File: src/rtl/cordic_sched.sv
// Round-robin scheduler that shares one iterative cordic core between NREQ requesters,
// returning each result tagged with its owner and aborting jobs that exceed TIMEOUT cycles.
//
//   state   | meaning
//   S_IDLE  | waiting for a valid request; grants one requester round-robin
//   S_START | one-cycle start pulse to the core, watchdog cleared
//   S_BUSY  | waiting for core done, watchdog running
//   S_RESP  | result (or timeout error) presented until rsp_ready
module cordic_sched #(
   parameter int NREQ    = 4,
   parameter int IDW     = 2,
   parameter int TIMEOUT = 40
) (
   input  logic               clk,
   input  logic               rst,
   input  logic [NREQ-1:0]    req_valid,
   output logic [NREQ-1:0]    req_ready,
   input  logic [NREQ*32-1:0] req_x,
   input  logic [NREQ*32-1:0] req_y,
   input  logic [NREQ*32-1:0] req_z,
   input  logic [NREQ-1:0]    req_mode,
   output logic               cor_start,
   output logic [31:0]        cor_x,
   output logic [31:0]        cor_y,
   output logic [31:0]        cor_z,
   output logic               cor_mode,
   input  logic               cor_done,
   input  logic [31:0]        cor_x_n,
   input  logic [31:0]        cor_y_n,
   input  logic [31:0]        cor_z_n,
   output logic               rsp_valid,
   input  logic               rsp_ready,
   output logic [IDW-1:0]     rsp_id,
   output logic [31:0]        rsp_x,
   output logic [31:0]        rsp_y,
   output logic [31:0]        rsp_z,
   output logic               rsp_err,
   output logic               busy,
   output logic               fault
);

   localparam int PW  = $clog2(NREQ);
   localparam int WDW = $clog2(TIMEOUT) + 1;

   typedef enum logic [1:0] {S_IDLE, S_START, S_BUSY, S_RESP} state_t;

   state_t          state_q, state_d;
   logic [PW-1:0]   rr_ptr;
   logic [WDW-1:0]  wdog;
   logic            grant_vld;
   logic [PW-1:0]   grant_idx;
   logic            grant;
   logic            wdog_exp;

   // Two passes: indices at or above rr_ptr first, then wrap to the low indices.
   always_comb begin
      grant_vld = 1'b0;
      grant_idx = '0;
      for (int i = 0; i < NREQ; i++) begin
         if (!grant_vld && req_valid[i] && (PW'(i) >= rr_ptr)) begin
            grant_vld = 1'b1;
            grant_idx = PW'(i);
         end
      end
      for (int i = 0; i < NREQ; i++) begin
         if (!grant_vld && req_valid[i]) begin
            grant_vld = 1'b1;
            grant_idx = PW'(i);
         end
      end
   end

   assign grant    = (state_q == S_IDLE) && !fault && grant_vld;
   assign wdog_exp = (wdog == WDW'(TIMEOUT - 1));

   always_comb begin
      req_ready = '0;
      if (grant) req_ready[grant_idx] = 1'b1;
   end

   assign cor_start = (state_q == S_START);
   assign rsp_valid = (state_q == S_RESP);
   assign busy      = (state_q != S_IDLE);

   always_comb begin
      state_d = state_q;
      case (state_q)
         S_IDLE:  if (grant) state_d = S_START;
         S_START: state_d = S_BUSY;
         S_BUSY:  if (cor_done || wdog_exp) state_d = S_RESP;
         S_RESP:  if (rsp_ready) state_d = S_IDLE;
         default: state_d = S_IDLE;
      endcase
   end

   always_ff @(posedge clk) begin
      if (rst) begin
         state_q  <= S_IDLE;
         rr_ptr   <= '0;
         wdog     <= '0;
         cor_x    <= '0;
         cor_y    <= '0;
         cor_z    <= '0;
         cor_mode <= 1'b0;
         rsp_id   <= '0;
         rsp_x    <= '0;
         rsp_y    <= '0;
         rsp_z    <= '0;
         rsp_err  <= 1'b0;
         fault    <= 1'b0;
      end else begin
         state_q <= state_d;
         case (state_q)
            S_IDLE: begin
               if (grant) begin
                  cor_x    <= req_x[32*grant_idx +: 32];
                  cor_y    <= req_y[32*grant_idx +: 32];
                  cor_z    <= req_z[32*grant_idx +: 32];
                  cor_mode <= req_mode[grant_idx];
                  rsp_id   <= IDW'(grant_idx);
                  rr_ptr   <= (grant_idx == PW'(NREQ - 1)) ? '0 : grant_idx + 1'b1;
               end
            end
            S_START: wdog <= '0;
            S_BUSY: begin
               if (wdog != '1) wdog <= wdog + 1'b1;
               // Done takes priority over a coinciding watchdog expiry.
               if (cor_done) begin
                  rsp_x   <= cor_x_n;
                  rsp_y   <= cor_y_n;
                  rsp_z   <= cor_z_n;
                  rsp_err <= 1'b0;
               end else if (wdog_exp) begin
                  rsp_x   <= '0;
                  rsp_y   <= '0;
                  rsp_z   <= '0;
                  rsp_err <= 1'b1;
                  fault   <= 1'b1;
               end
            end
            default: ;
         endcase
      end
   end

endmodule
File: config.mk
export PLATFORM = sky130hd
export DESIGN_NAME = cordic_sched
export DESIGN_NICKNAME = d
export VERILOG_FILES = /design/src/rtl/cordic_sched.sv
export SDC_FILE = /design/constraint.sdc
export NUM_CORES = 1
export LEC_CHECK = 0
export BUFFER_PORTS_ARGS = -buffer_cell sky130_fd_sc_hd__buf_4
export CORE_AREA = 5 5 268 270
export DETAILED_ROUTE_END_ITERATION = 7
export DIE_AREA = 0 0 273 275
export GPL_TIMING_DRIVEN = 0
export SLEW_MARGIN = 30
export SYNTH_ARGS = -nofsm -noshare
export SYNTH_HDL_FRONTEND = slang
export SYNTH_SLANG_ARGS = --single-unit
File: constraint.sdc
create_clock -name clk -period 2.9 [get_ports clk]
set_clock_uncertainty 0.15 [all_clocks]
set_input_delay 0 -clock clk [delete_from_list [all_inputs] [get_ports clk]]
set_output_delay 0 -clock clk [all_outputs]
set_load 0.02 [all_outputs]
Word-level counts from Yosys, hierarchy flattened
Cells that the tools add are included.
{"block": "word_totals", "register_bits": 208, "in_bits": 492, "out_inout_bits": 204, "wordCells": 100}
{"block": "op_classes", "n_addsub": 2, "n_lt_le_gt_ge": 6, "eq_ne": 10, "shifts": 3, "mux": 33, "n_bitwise": 1, "reduce_logical": 32}
{"operator": "$shiftx 128x8->32", "n": 3}
{"operator": "$mux 32", "n": 4}
{"operator": "$mux 2", "n": 10}
{"operator": "$logic_and 1x1->1", "n": 14}
{"operator": "$pmux 7 s2", "n": 1}
{"operator": "$mux 1", "n": 13}
{"operator": "$logic_not 1->1", "n": 8}
{"operator": "$pmux 2 s4", "n": 1}
{"operator": "$add 7x1->7 const B", "n": 1}
{"operator": "$eq 7x6->1 const B", "n": 1}
{"operator": "$mux 7", "n": 1}
{"operator": "$ne 7x7->1 const B", "n": 1}
{"operator": "$eq 2x2->1 const B", "n": 3}
{"operator": "$ne 2x2->1 const B", "n": 3}
{"operator": "$reduce_and 2->1", "n": 3}
{"operator": "$reduce_and 3->1", "n": 2}
{"operator": "$reduce_bool 2->1", "n": 3}
{"operator": "$ge 1x2->1 const A", "n": 2}
{"operator": "$ge 2x2->1 const A", "n": 2}
{"operator": "$mux 4", "n": 1}
{"operator": "$lt 2x3->1 const B", "n": 1}
{"operator": "$add 2x1->2 const B", "n": 1}
{"operator": "$bmux 1 s2", "n": 1}
{"operator": "$demux 1 s2", "n": 1}
{"operator": "other kinds (6)", "n": 6}

Longest topological paths before layout
Gate-level depths: netlist (run 1).
{"block": "depth", "depth_word": 32, "mapped_depth": 11, "ltp_nobuf": 7}

Worst setup path before layout (run 1)
Ideal clock, no wire load.
{"block": "synth_path", "path_kind": "reg2reg", "start": "reg state_q[0]", "end": "reg cor_x[10]", "setup_ns": 0.079, "arrival_time_ns": 1.885, "setup_slack_ns": 0.786, "path_stages_with_launch": 12, "n_path_buf": 4, "cell_sequence": "dfxtp_1 -> inv_1 -> ha_1 -> inv_1 -> or3_1 -> buf_6 -> nor2_4 -> nand2b_1 -> buf_6 -> buf_6 -> buf_6 -> o221ai_2"}
{"block": "synth_via", "elab_chain_len": 4}
{"element": "start, declared", "line": "47", "rtl": "state_t state_q, state_d;"}
{"element": "start signal, assigned", "line": "112", "rtl": "state_q <= state_d;"}
{"element": "$logic_not 2->1 *", "line": "73, 113"}
{"element": "$logic_and 1x1->1 (2 in a row)", "line": "73", "rtl": "assign grant = (state_q == S_IDLE) && !fault && grant_vld;"}
{"element": "$reduce_and 2->1 (no source line) *"}
{"element": "end signal, assigned", "line": "116", "rtl": "cor_x <= req_x[32*grant_idx +: 32];"}
{"element": "end, declared", "line": "23", "rtl": "output logic [31:0] cor_x,"}
Mark *: on every way between the ends. The rest lies on a longest branch, timed or not.
A chain may end at the register's enable or synchronous reset.

Final worst setup path (run 1)
{"block": "layout_path", "start": "reg rr_ptr[1]", "end": "reg cor_z[7]"}
{"block": "layout_via", "elab_chain_len": 29, "elab_cells_between_ends": 40, "classes_between": "order compare: 4; shift: 1; mux: 15; reduce/logical: 20"}
{"element": "start, declared", "line": "48", "rtl": "logic [PW-1:0] rr_ptr;"}
{"element": "start signal, assigned", "line": "121", "rtl": "rr_ptr <= (grant_idx == PW'(NREQ - 1)) ? '0 : grant_idx + 1'b1;"}
{"element": "branches (longest 29 deep; another with $ge 1x2->1)"}
{"element": "end signal, assigned", "line": "118", "rtl": "cor_z <= req_z[32*grant_idx +: 32];"}
{"element": "end, declared", "line": "25", "rtl": "output logic [31:0] cor_z,"}
Several ways; the timed one is not identified.

==> qor.tcl, run 1 <==
set qor(synth_top_area_cells) {dfxtp_1 43%, mux2i_1 20%, a22oi_1 7.5%, o221ai_1 6.2%, o221ai_2 4.7%}
set qor(synth.yosys.warnings) 0
set qor(remaining_max_slew_budget_at_the_tightest_pin_pct) 45.98
set qor(worstPathRequired_ps) 3150
set qor(synthFlopType) {dfxtp_1}
set qor(worstSetupPathType) {flop to flop}
set qor(min_period_over_period_pct) 93.17
set qor(synth.largest_area_cell) {dfxtp_1}
set qor(layout_min_cycle_time_ps) 2702
set qor(synthesized_area_divided_by_synthesized_cell_count_um2) 9.971
set qor(grt_pass1_wl_um) 87240
set qor(sink_count_of_the_clock_tree) 208
set qor(ioPinCount) 696
set qor(cts_buffers) 26
set qor(clkTransAtPathRegs_ps) 60
set qor(dpl_cell_area_um2) 16090
set qor(detail_route.first_pass.iterations) 5
set qor(fp.coreArea_um2) 69300
set qor(cp_common_cell) {buf_4}
set qor(fmax_mhz) 370.1
set qor(gp_congestion) 0.8470
set qor(cts-root-buf) {clkbuf_16}
set qor(flow.area_growth_from_synthesis_pct) 127.2
set qor(remaining_drc_errors) 0
set qor(drive_above_1_share_pct) 37.60
set qor(num-nets-final) 2685
set qor(grt-ovfl-total) 0
set qor(cts_tree) {yes}
set qor(final-max-slew-violation-count) 0
set qor(synth.cell_area_um2) 9672
set qor(place.detailed.instances) 2605
set qor(design.die.area_um2) 75080
set qor(wl_um) 62470
set qor(groute.usage.overall_pct) 15.14
set qor(utilization_after_layout_pct) 31.70
set qor(grt_setup_unrepaired) {no}
set qor(static-leakage-power_nw) 9.591
set qor(finalSetupViolations) 0
set qor(htreeDepth) 1
set qor(fin_setup_tns_ps) 0
set qor(die-height_um) 275
set qor(drt-wirelength-per-cell_um) 19.85
set qor(critical_path_launch_point_type) {flop}
set qor(timing.critical_path.slowest_cell_delay_ps) 380
set qor(place.detailed.hpwl_um) 44450
set qor(cts_buffer_depth) 3
set qor(hp-class) {input pin to flop}
set qor(synth_cells) 970
set qor(initial_utilization_pct) 13.96
set qor(floorplan.die.width_um) 273
set qor(synth_enable_flop_cells) 0
set qor(io_buffer_count) 694
set qor(dr.first_iter.drc_count) 668
set qor(slowest_library_cell_on_the_worst_path) {mux2i_2}
set qor(final_antenna_net_count) 0
set qor(worst-slew-pin-transition_ps) 810.4
set qor(p_per_area_nw_per_um2) 730.5
set qor(cp-end-kind) {flop}
set qor(cts_setup_buffers) 0
set qor(report.final.hold_viol_count) 0
set qor(netlist-cell-type-count) 39
set qor(asyncSetResetFlopFracSynth_pct) 0
set qor(num_rows) 97
set qor(routed-via-count) 13069
set qor(post_layout_nonfiller_instances) 3147
set qor(vdd.ir_drop.worst_mv) 0.4377
set qor(postSynthRegisterBits) 208
set qor(synth_fp_nets) 1472
set qor(synthDominantCellAreaShare_pct) 43.05
set qor(status) {finished clean}
set qor(synth_sequential_area_ratio_pct) 43.05
set qor(number_of_global_route_vias_before_repair) 13925
set qor(clock_insertion_delay_worst_skew_ps) 570
set qor(grt_start_max_net_pins) 21
set qor(critical_path.cell_chain) {a21o_1, a21oi_1, o22a_1, buf_6, buf_4, buf_4, mux2i_2, o221ai_1}
set qor(cp_max_fo) 10
set qor(final_area_um2) 21970
set qor(vias_per_cell) 4.153
set qor(grt_antenna_before_repair) 10
set qor(drv.max_cap_violation_count) 0
set qor(arrival_ps) 2950
## worst max-delay path, delay by kind of cell (launching register included)
family	cells	cell delay (ps)
compound gates	4	660
buf+inv	3	920
flops	1	370
mux	1	380
## cell usage after synthesis, types with 4 or more instances
cell type / n
mux2i_1: 196
inv_1: 10
nor2_1: 105
nand3_1: 4
clkbuf_1: 41
buf_2: 22
buf_4: 13
ha_1: 10
o21ai_0: 4
buf_6: 8
nor3_1: 4
nand2_1: 106
o221ai_1: 68
dfxtp_1: 208
a21oi_1: 9
a22oi_1: 96
and2_1: 4
o221ai_2: 30
## power by group
part | switching, mW | internal [mW]
logic | 4.47 | 3.76
clock network | 1.41 | 2.10
registers | 0.563 | 3.75
total | 6.44 | 9.61
## stage by stage
step	total power [mW]	hold slack, ps	setup slack [ps]
detailed placement	11.74	93.14	-23.47
finish	16.05	46.30	198.2
global route	16.87	28.63	42.36
CTS	16.12	3.750	15.03
global placement	11.67	82.94	-1444
floorplan	8.230	-1.696	786.5
## logic make-up after synthesis
kind of cell	count (synthesis)	share of synthesized area, %
AO/OA/AOI/OAI	219	19.87
adder cells (fa/ha/maj)	10	1.294
buffers and inverters	98	5.330
flip-flops	208	43.05
multiplexers	196	20.28
AND/OR/NAND/NOR	239	10.17
## routing by layer
layer	routed length [um]	track usage, %	vias to the layer above
met5	21	0	-
met1	23970	17.18	6125
met2	29580	26.21	728
li1	-	-	6054
met4	3313	6.890	4
met3	5576	4.614	158
## path summary, 6_finish.rpt
check               start          to  cells past startpoint  slack, ps
min reg2reg     rsp_id[1]   rsp_id[1]                      2        310
max reg2reg     rr_ptr[1]    cor_z[7]                      8        200
max             rr_ptr[1]    cor_z[7]                      8        200
min          req_valid[3]  state_q[1]                      6         50
## cell type report
type	instances	area (um^2)
flip-flops and latches	208	4164
plain buffers	87	500.5
diodes	5	12.51
well taps	940	1176
clock inverters	13	177.7
clock buffers	34	750.7
fillers	6841	47330
multi-input cells	664	5020
repair buffers	1186	10130
inverters	10	37.54
## state kept, by name, summed over array words and instances, names as in the netlist
signal and count:
wdog 7, rsp_z 32, rsp_id 2, cor_z 32
rsp_y 32, rr_ptr 2, cor_mode 1, cor_y 32
state_q 2, rsp_x 32, cor_x 32, rsp_err 1
fault 1
## what timing repair did
action                                  4_1_cts  5_1_grt
hold buffers                                491        0
endpoints found under the setup margin        5       56
resized for setup                             3       17
hold endpoints to repair                    200        0
## cells in the final DEF, fill, tap and decap left out, drive strengths merged, types with 3 or more instances in the layout
cell type    synthesis  routed
a21oi                9       9
a22oi               96      96
a31oi                3       3
and2                 4       4
and4                 3       3
buf                 44     736
bufinv               0       3
clkbuf              44      80
clkinv               0       8
dfxtp              208     208
diode                0       5
dlygate4sd3          0     491
ha                  10      10
inv                 10      10
mux2i              196     196
nand2              107     107
nand2b               3       3
nand3                4       4
nor2               106     106
nor3                 4       4
o21ai                5       5
o221ai              98      98
Power figures use the tool's default switching activity.
==> run 2: changes to the inputs <==
==> constraint.sdc (replaced) <==
create_clock -name clk -period 2.9 [get_ports clk]
set_clock_uncertainty 0.15 [all_clocks]
set_input_delay 0.29 -clock clk [delete_from_list [all_inputs] [get_ports clk]]
set_output_delay 0.29 -clock clk [all_outputs]
set_load 0.02 [all_outputs]
==> run 2 against run 1 <==
  * Routed wire length increased by 1.3%
  * Clock power about the same
  * Highest routed layer unchanged
  * Via count about the same
  * Fmax decreased by 4.0%
  * Critical path depth increased by 1
  * Core utilization increased by 0.10 points
  * Sequential power about the same
  * Die area unchanged
==> qor.tcl, run 2 (synthesis results as in run 1) <==
set qor(grt_start_max_net_pins) 15 ;# -29%
set qor(ff2ff_setup_slack_ps) 90 ;# -110 ps
set qor(detail_route.first_pass.iterations) 5 ;# unchanged
set qor(min_delay_worst_endpoint) {cor_z[0]}
set qor(io_buffer_count) 694 ;# unchanged
set qor(layout_min_cycle_time_ps) 2814 ;# +111.9 ps
set qor(status) {finished clean}
set qor(vias_per_cell) 4.149 ;# about the same
set qor(timing.critical_path.slowest_cell_delay_ps) 580 ;# +200 ps
set qor(m1WireLength_um) 23880 ;# -0.39%
set qor(initial_utilization_pct) 13.96 ;# unchanged
set qor(design_power_total_mw) 16.55 ;# +3.1%
set qor(post_layout_nonfiller_instances) 3150 ;# +0.095%
set qor(fin_setup_tns_ps) 0 ;# unchanged
set qor(gp_congestion) 0.8470 ;# unchanged
set qor(utilization_after_layout_pct) 31.81 ;# +0.10 points
set qor(place.detailed.hpwl_um) 44450 ;# unchanged
set qor(final_antenna_net_count) 0 ;# unchanged
set qor(grt_antenna_before_repair) 10 ;# unchanged
set qor(cts_buffer_depth) 3 ;# unchanged
set qor(wl_um) 63300 ;# +1.3%
set qor(p_per_area_nw_per_um2) 751.0 ;# +2.8%
set qor(num-nets-final) 2688 ;# +0.11%
set qor(worstSetupPathType) {flop to flop}
set qor(regToRegStartpoint) {rr_ptr[0]}
set qor(routed-via-count) 13070 ;# +0.0077%
set qor(worstHoldPathCells) 3 ;# -3
set qor(flow.area_growth_from_synthesis_pct) 127.9
set qor(die-height_um) 275 ;# unchanged
set qor(slowest_library_cell_on_the_worst_path) {dlygate4sd3_1}
set qor(number_of_global_route_vias_before_repair) 14001 ;# +0.55%
set qor(most_common_library_cell_in_the_layout_ignoring_fill_and_taps) {buf_4}
set qor(dr.first_iter.drc_count) 702 ;# +5.1%
set qor(cts_tree) {yes}
set qor(drv.max_cap_violation_count) 0 ;# unchanged
set qor(routed.top_layer) {met5}
set qor(hold_start) {req_z[96]}
set qor(sink_count_of_the_clock_tree) 208 ;# unchanged
set qor(design.die.area_um2) 75080 ;# unchanged
set qor(timing.reg2reg.worst_path_depth) 9 ;# +1
set qor(cp-end-kind) {flop}
set qor(worst_r2r_endpoint) {cor_y[17]}
set qor(min_period_over_period_pct) 97.03 ;# +3.9 points
set qor(num_rows) 97 ;# unchanged
set qor(floorplan.die.width_um) 273 ;# unchanged
set qor(drt-wirelength-per-cell_um) 20.09 ;# +1.2%
set qor(groute.usage.overall_pct) 15.29 ;# +0.15 points
set qor(met3RoutedLength_um) 5713 ;# +2.5%
set qor(grt_pass1_wl_um) 87950 ;# +0.81%
set qor(grt-ovfl-total) 0 ;# unchanged
set qor(cp_max_fo) 10 ;# unchanged
set qor(worst-slew-pin-transition_ps) 803.5 ;# -6.860 ps
set qor(place.detailed.instances) 2605 ;# unchanged
set qor(remaining_drc_errors) 0 ;# unchanged
set qor(fmax_mhz) 355.4 ;# -4.0%
set qor(critical_path_launch_point_type) {flop}
set qor(arrival_ps) 3070 ;# +120 ps
set qor(hp-class) {input pin to flop}
set qor(finalSetupViolations) 0 ;# unchanged
set qor(fp.coreArea_um2) 69300 ;# unchanged
set qor(critical_path.cell_chain) {nand2b_1, nor2b_1, o22a_1, buf_12, buf_4, clkbuf_4, mux2i_1, dlygate4sd3_1, o221ai_1}
set qor(cts-root-buf) {clkbuf_16}
set qor(cts_buffers) 26 ;# unchanged
set qor(report.final.hold_viol_count) 0 ;# unchanged
set qor(worstPathRequired_ps) 3150 ;# about the same
set qor(remaining_max_slew_budget_at_the_tightest_pin_pct) 46.43 ;# +0.46 points
set qor(vdd.ir_drop.worst_mv) 0.4459 ;# +1.9%
set qor(static-leakage-power_nw) 9.636 ;# +0.47%
set qor(wl_met2_um) 31020 ;# +4.9%
set qor(ioPinCount) 696 ;# unchanged
set qor(most-common-layout-cells) {714 x buf_4, 483 x dlygate4sd3_1, 207 x dfxtp_1}
set qor(htreeDepth) 1 ;# unchanged
set qor(clock_insertion_delay_worst_skew_ps) 570 ;# about the same
set qor(clkTransAtPathRegs_ps) 60 ;# about the same
set qor(grt_setup_unrepaired) {yes}
set qor(final-max-slew-violation-count) 0 ;# unchanged
set qor(drive_above_1_share_pct) 38.05 ;# +0.45 points
==> run 2: per-layer routing <==
metal	up-vias	track usage, %
met5	-	0
li1	6058	-
met2	741	27.18
met4	6	6.306
met1	6124	16.91
met3	141	4.867
==> run 2: timing repair <==
item / CTS / global route
gates cloned: 1 / 0
gates resized for setup: 8 / 18
pin swaps: 2 / 2
endpoints found under the hold margin: 195 / 1
buffers inserted: 4 / 6
endpoints found under the setup margin: 5 / 69
hold buffers: 482 / 1
==> run 2: how the worst max path moves through the flow <==
stage	start	endpoint	slack, ps	depth (start not counted)
6_report	rr_ptr[0]	cor_y[17]	90	9
2_1_floorplan	state_q[0]	cor_x[10]	790	11
3_3_place_gp	state_q[0]	cor_x[24]	-1440	9
5_1_grt	rr_ptr[0]	cor_y[28]	-40	9
4_1_cts	rr_ptr[1]	cor_y[26]	30	9
3_5_place_dp	req_valid[0]	cor_z[0]	-100	9
==> run 2: cell type report <==
class                   count  area [um^2]
multi-input cells         664         5022
plain buffers              87        528.0
clock inverters            13        177.7
clock buffers              34        750.7
diodes                      5        12.51
repair buffers           1189        10170
flip-flops and latches    208         4165
well taps                 940         1176
fillers                  6856        47260
inverters                  10        37.54
==> run 2: worst max-delay path, delay by kind of cell (launching register included) <==
kind	cells	cell delay [ps]
buffers and inverters	4	1280
DFF	1	380
AOI/OAI and AO/OA	2	310
and+or+nand+nor	2	270
muxes	1	240
==> run 2: metrics by stage <==
step | setup WS, ps | hold WS [ps] | instance area (um^2)
detailed placement | -101.6 | 297.9 | 16090
global placement | -1444 | 294.0 | 16060
global route | -36.77 | 24.19 | 22040
finish | 86.26 | 27.59 | 22040
floorplan | 786.5 | 288.3 | 9672
CTS | 34.23 | 10.66 | 21940
==> run 2: report_power, final <==
part,leakage (nW),switching [mW],internal (mW),total (mW)
Clock,0.454,1.42,2.10,3.52
Combinational,7.48,4.61,4.11,8.71
Sequential,1.70,0.562,3.76,4.32
==> run 3: changes to the inputs <==
Settings changed: BUFFER_PORTS_ARGS -buffer_cell sky130_fd_sc_hd__buf_4 to -buffer_cell sky130_fd_sc_hd__clkbuf_2.
==> run 3 against run 2 <==
  * The flow now finishes with violations (negative hold slack)
  * Worst setup slack better by 57 ps
  * Routed wire length is 0.27% lower
  * Cell area is 7.9% lower
  * Largest cell class unchanged
==> qor.tcl, run 3 (synthesis results as in run 1) <==
set qor(failed_checks) {negative hold slack}
set qor(critical_path.cell_chain) {nand2b_1, nor2b_1, o22a_1, buf_12, buf_16, inv_1, ha_1, and2_1, clkbuf_2}
set qor(final_antenna_net_count) 0 ;# unchanged
set qor(worst_slack_ps) 143.5 ;# +57.28 ps
set qor(detail_route.first_pass.iterations) 6 ;# +1
set qor(sink_count_of_the_clock_tree) 208 ;# unchanged
set qor(min_period_over_period_pct) 95.05 ;# -2.0 points
set qor(number_of_global_route_vias_before_repair) 14311 ;# +2.2%
set qor(dr.first_iter.drc_count) 654 ;# -6.8%
set qor(layout_min_cycle_time_ps) 2756 ;# -57.28 ps
set qor(utilization_after_layout_pct) 29.28 ;# -2.5 points
set qor(timing.critical_path.slowest_cell_delay_ps) 340 ;# -240 ps
set qor(grt_most_used_layer) {met2}
set qor(cts_buffers) 27 ;# +3.8%
set qor(groute.usage.overall_pct) 15.29 ;# about the same
set qor(met2_usage_pct) 26.91 ;# -0.27 points
set qor(fmax_mhz) 362.8 ;# +2.1%
set qor(remaining_drc_errors) 0 ;# unchanged
set qor(final-max-slew-violation-count) 0 ;# unchanged
set qor(path_buf_inv) 4 ;# unchanged
set qor(grt_start_max_net_pins) 13 ;# -2
set qor(clock_insertion_delay_worst_skew_ps) 560 ;# about the same
set qor(report.final.hold_viol_count) 1 ;# +1
set qor(drt-wirelength-per-cell_um) 20.02 ;# -0.36%
set qor(floorplan.die.width_um) 273 ;# unchanged
set qor(cts_buffer_depth) 3 ;# unchanged
set qor(wl_um) 63130 ;# -0.27%
set qor(cp-end-kind) {primary output}
set qor(drive_above_1_share_pct) 38.01 ;# -0.039 points
set qor(worst-slew-pin-transition_ps) 890.9 ;# +87.39 ps
set qor(num_rows) 97 ;# unchanged
set qor(critical_path_launch_point_type) {flop}
set qor(arrival_ps) 2320 ;# -750 ps
set qor(post_layout_nonfiller_instances) 3153 ;# +0.095%
set qor(die-height_um) 275 ;# unchanged
set qor(p_per_area_nw_per_um2) 761.7 ;# +1.4%
set qor(cpLargestDelayFamily) {buffers and inverters}
set qor(worst_hold_slack_ps) -9.810 ;# -37.40 ps
set qor(htreeDepth) 1 ;# unchanged
set qor(cp_max_fo) 4 ;# -6
set qor(routed-via-count) 13395 ;# +2.5%
set qor(ioPinCount) 696 ;# unchanged
set qor(static-leakage-power_nw) 9.134 ;# -5.2%
set qor(slowest_library_cell_on_the_worst_path) {dfxtp_1}
set qor(design_power_total_mw) 15.45 ;# -6.6%
set qor(grt_antenna_before_repair) 12 ;# +2
set qor(place.detailed.hpwl_um) 43210 ;# -2.8%
set qor(worstSetupPathType) {flop to primary output}
set qor(cts-root-buf) {clkbuf_16}
set qor(status) {finished, violations left}
set qor(finalSetupViolations) 0 ;# unchanged
set qor(num-nets-final) 2684 ;# -0.15%
set qor(gp_congestion) 0.8998 ;# +6.2%
set qor(worstPathRequired_ps) 2460 ;# -690 ps
set qor(drv.max_cap_violation_count) 0 ;# unchanged
set qor(place.detailed.instances) 2605 ;# unchanged
set qor(most-common-layout-cells) {696 x clkbuf_2, 482 x dlygate4sd3_1, 207 x dfxtp_1}
set qor(hp-class) {input pin to flop}
set qor(design.die.area_um2) 75080 ;# unchanged
set qor(fp.coreArea_um2) 69300 ;# unchanged
set qor(cts_tree) {yes}
set qor(remaining_max_slew_budget_at_the_tightest_pin_pct) 40.61 ;# -5.8 points
set qor(grt_pass1_wl_um) 87980 ;# about the same
set qor(vias_per_cell) 4.248 ;# +2.4%
set qor(gr-usage-met1_pct) 16.08 ;# -0.82 points
set qor(vdd.ir_drop.worst_mv) 0.4498 ;# +0.87%
set qor(flow.area_growth_from_synthesis_pct) 109.8
set qor(place_ws_ps) -215.9 ;# -114.3 ps
set qor(final_area_um2) 20290 ;# -7.9%
set qor(dpl_cell_area_um2) 14350 ;# -11%
set qor(grt-ovfl-total) 0 ;# unchanged
set qor(most_common_library_cell_in_the_layout_ignoring_fill_and_taps) {clkbuf_2}
set qor(clkTransAtPathRegs_ps) 60 ;# about the same
set qor(globalRouteMet3Util_pct) 5.495 ;# +0.63 points
set qor(initial_utilization_pct) 13.96 ;# unchanged
set qor(io_buffer_count) 694 ;# unchanged
[run 3: cell count changes in the layout (fill, tap and decap cells not counted), sizes merged]
cell,delta
dlygate4sd3,-1
bufinv,+1
clkinvlp,+2
clkbuf,+689
inv,+1
buf,-695
diode,+6
[run 3: worst reg2reg max path: cells and delay by family, from the launching register on]
family | cells | cell delay (ps)
flip-flops | 1 | 350
buffers and inverters | 4 | 1230
AO/OA/AOI/OAI | 4 | 640
multiplexers | 1 | 220
[run 3: per-layer routing]
layer	routed length (um)	vias up
met5	27	-
met1	22510	6218
met4	3473	4
li1	-	6043
met3	6633	211
met2	30490	919
[run 3: path summary, 6_finish.rpt]
kind              depth (start not counted)            to  startpoint  slack [ps]
setup / recovery                          9  req_ready[1]   rr_ptr[0]         140
hold / removal                            3      cor_z[7]  req_z[103]         -10
setup reg to reg                          9      cor_y[3]   rr_ptr[1]         150
hold reg to reg                           2     rsp_id[1]   rsp_id[1]         310
[run 3: stage by stage]
stage | TNS [ps] | hold slack [ps]
after floorplan | 0 | 288.3
after global placement | -122500 | 293.9
after detailed placement | -321.8 | 297.8
after CTS | 0 | 6.124
after global routing | -4.560 | 0.4113
final | 0 | -9.810
[run 3: power breakdown]
group	leakage (nW)	switching, mW	internal [mW]
registers	1.70	0.547	3.76
clock network	0.451	1.39	2.14
logic	6.98	4.52	3.10
[run 3: final cells by class]
class	count	area (um^2)
Multi-Input combinational cell	664	5026
Timing Repair Buffer	1184	8396
Sequential cell	208	4165
Fill cell	6995	49010
Tap cell	940	1176
Antenna cell	11	27.53
Inverter	10	37.54
Buffer	87	533.0
Clock inverter	17	205.2
Clock buffer	32	724.4
[run 3: timing repair]
item / in CTS / in global routing
buffers inserted: 5 / 1
hold endpoints to repair: 195 / 1
endpoints found under the setup margin: 6 / 42
hold buffers: 481 / 1
resized for setup: 7 / 22
pin swaps: 2 / 1
cloned: 1 / 0
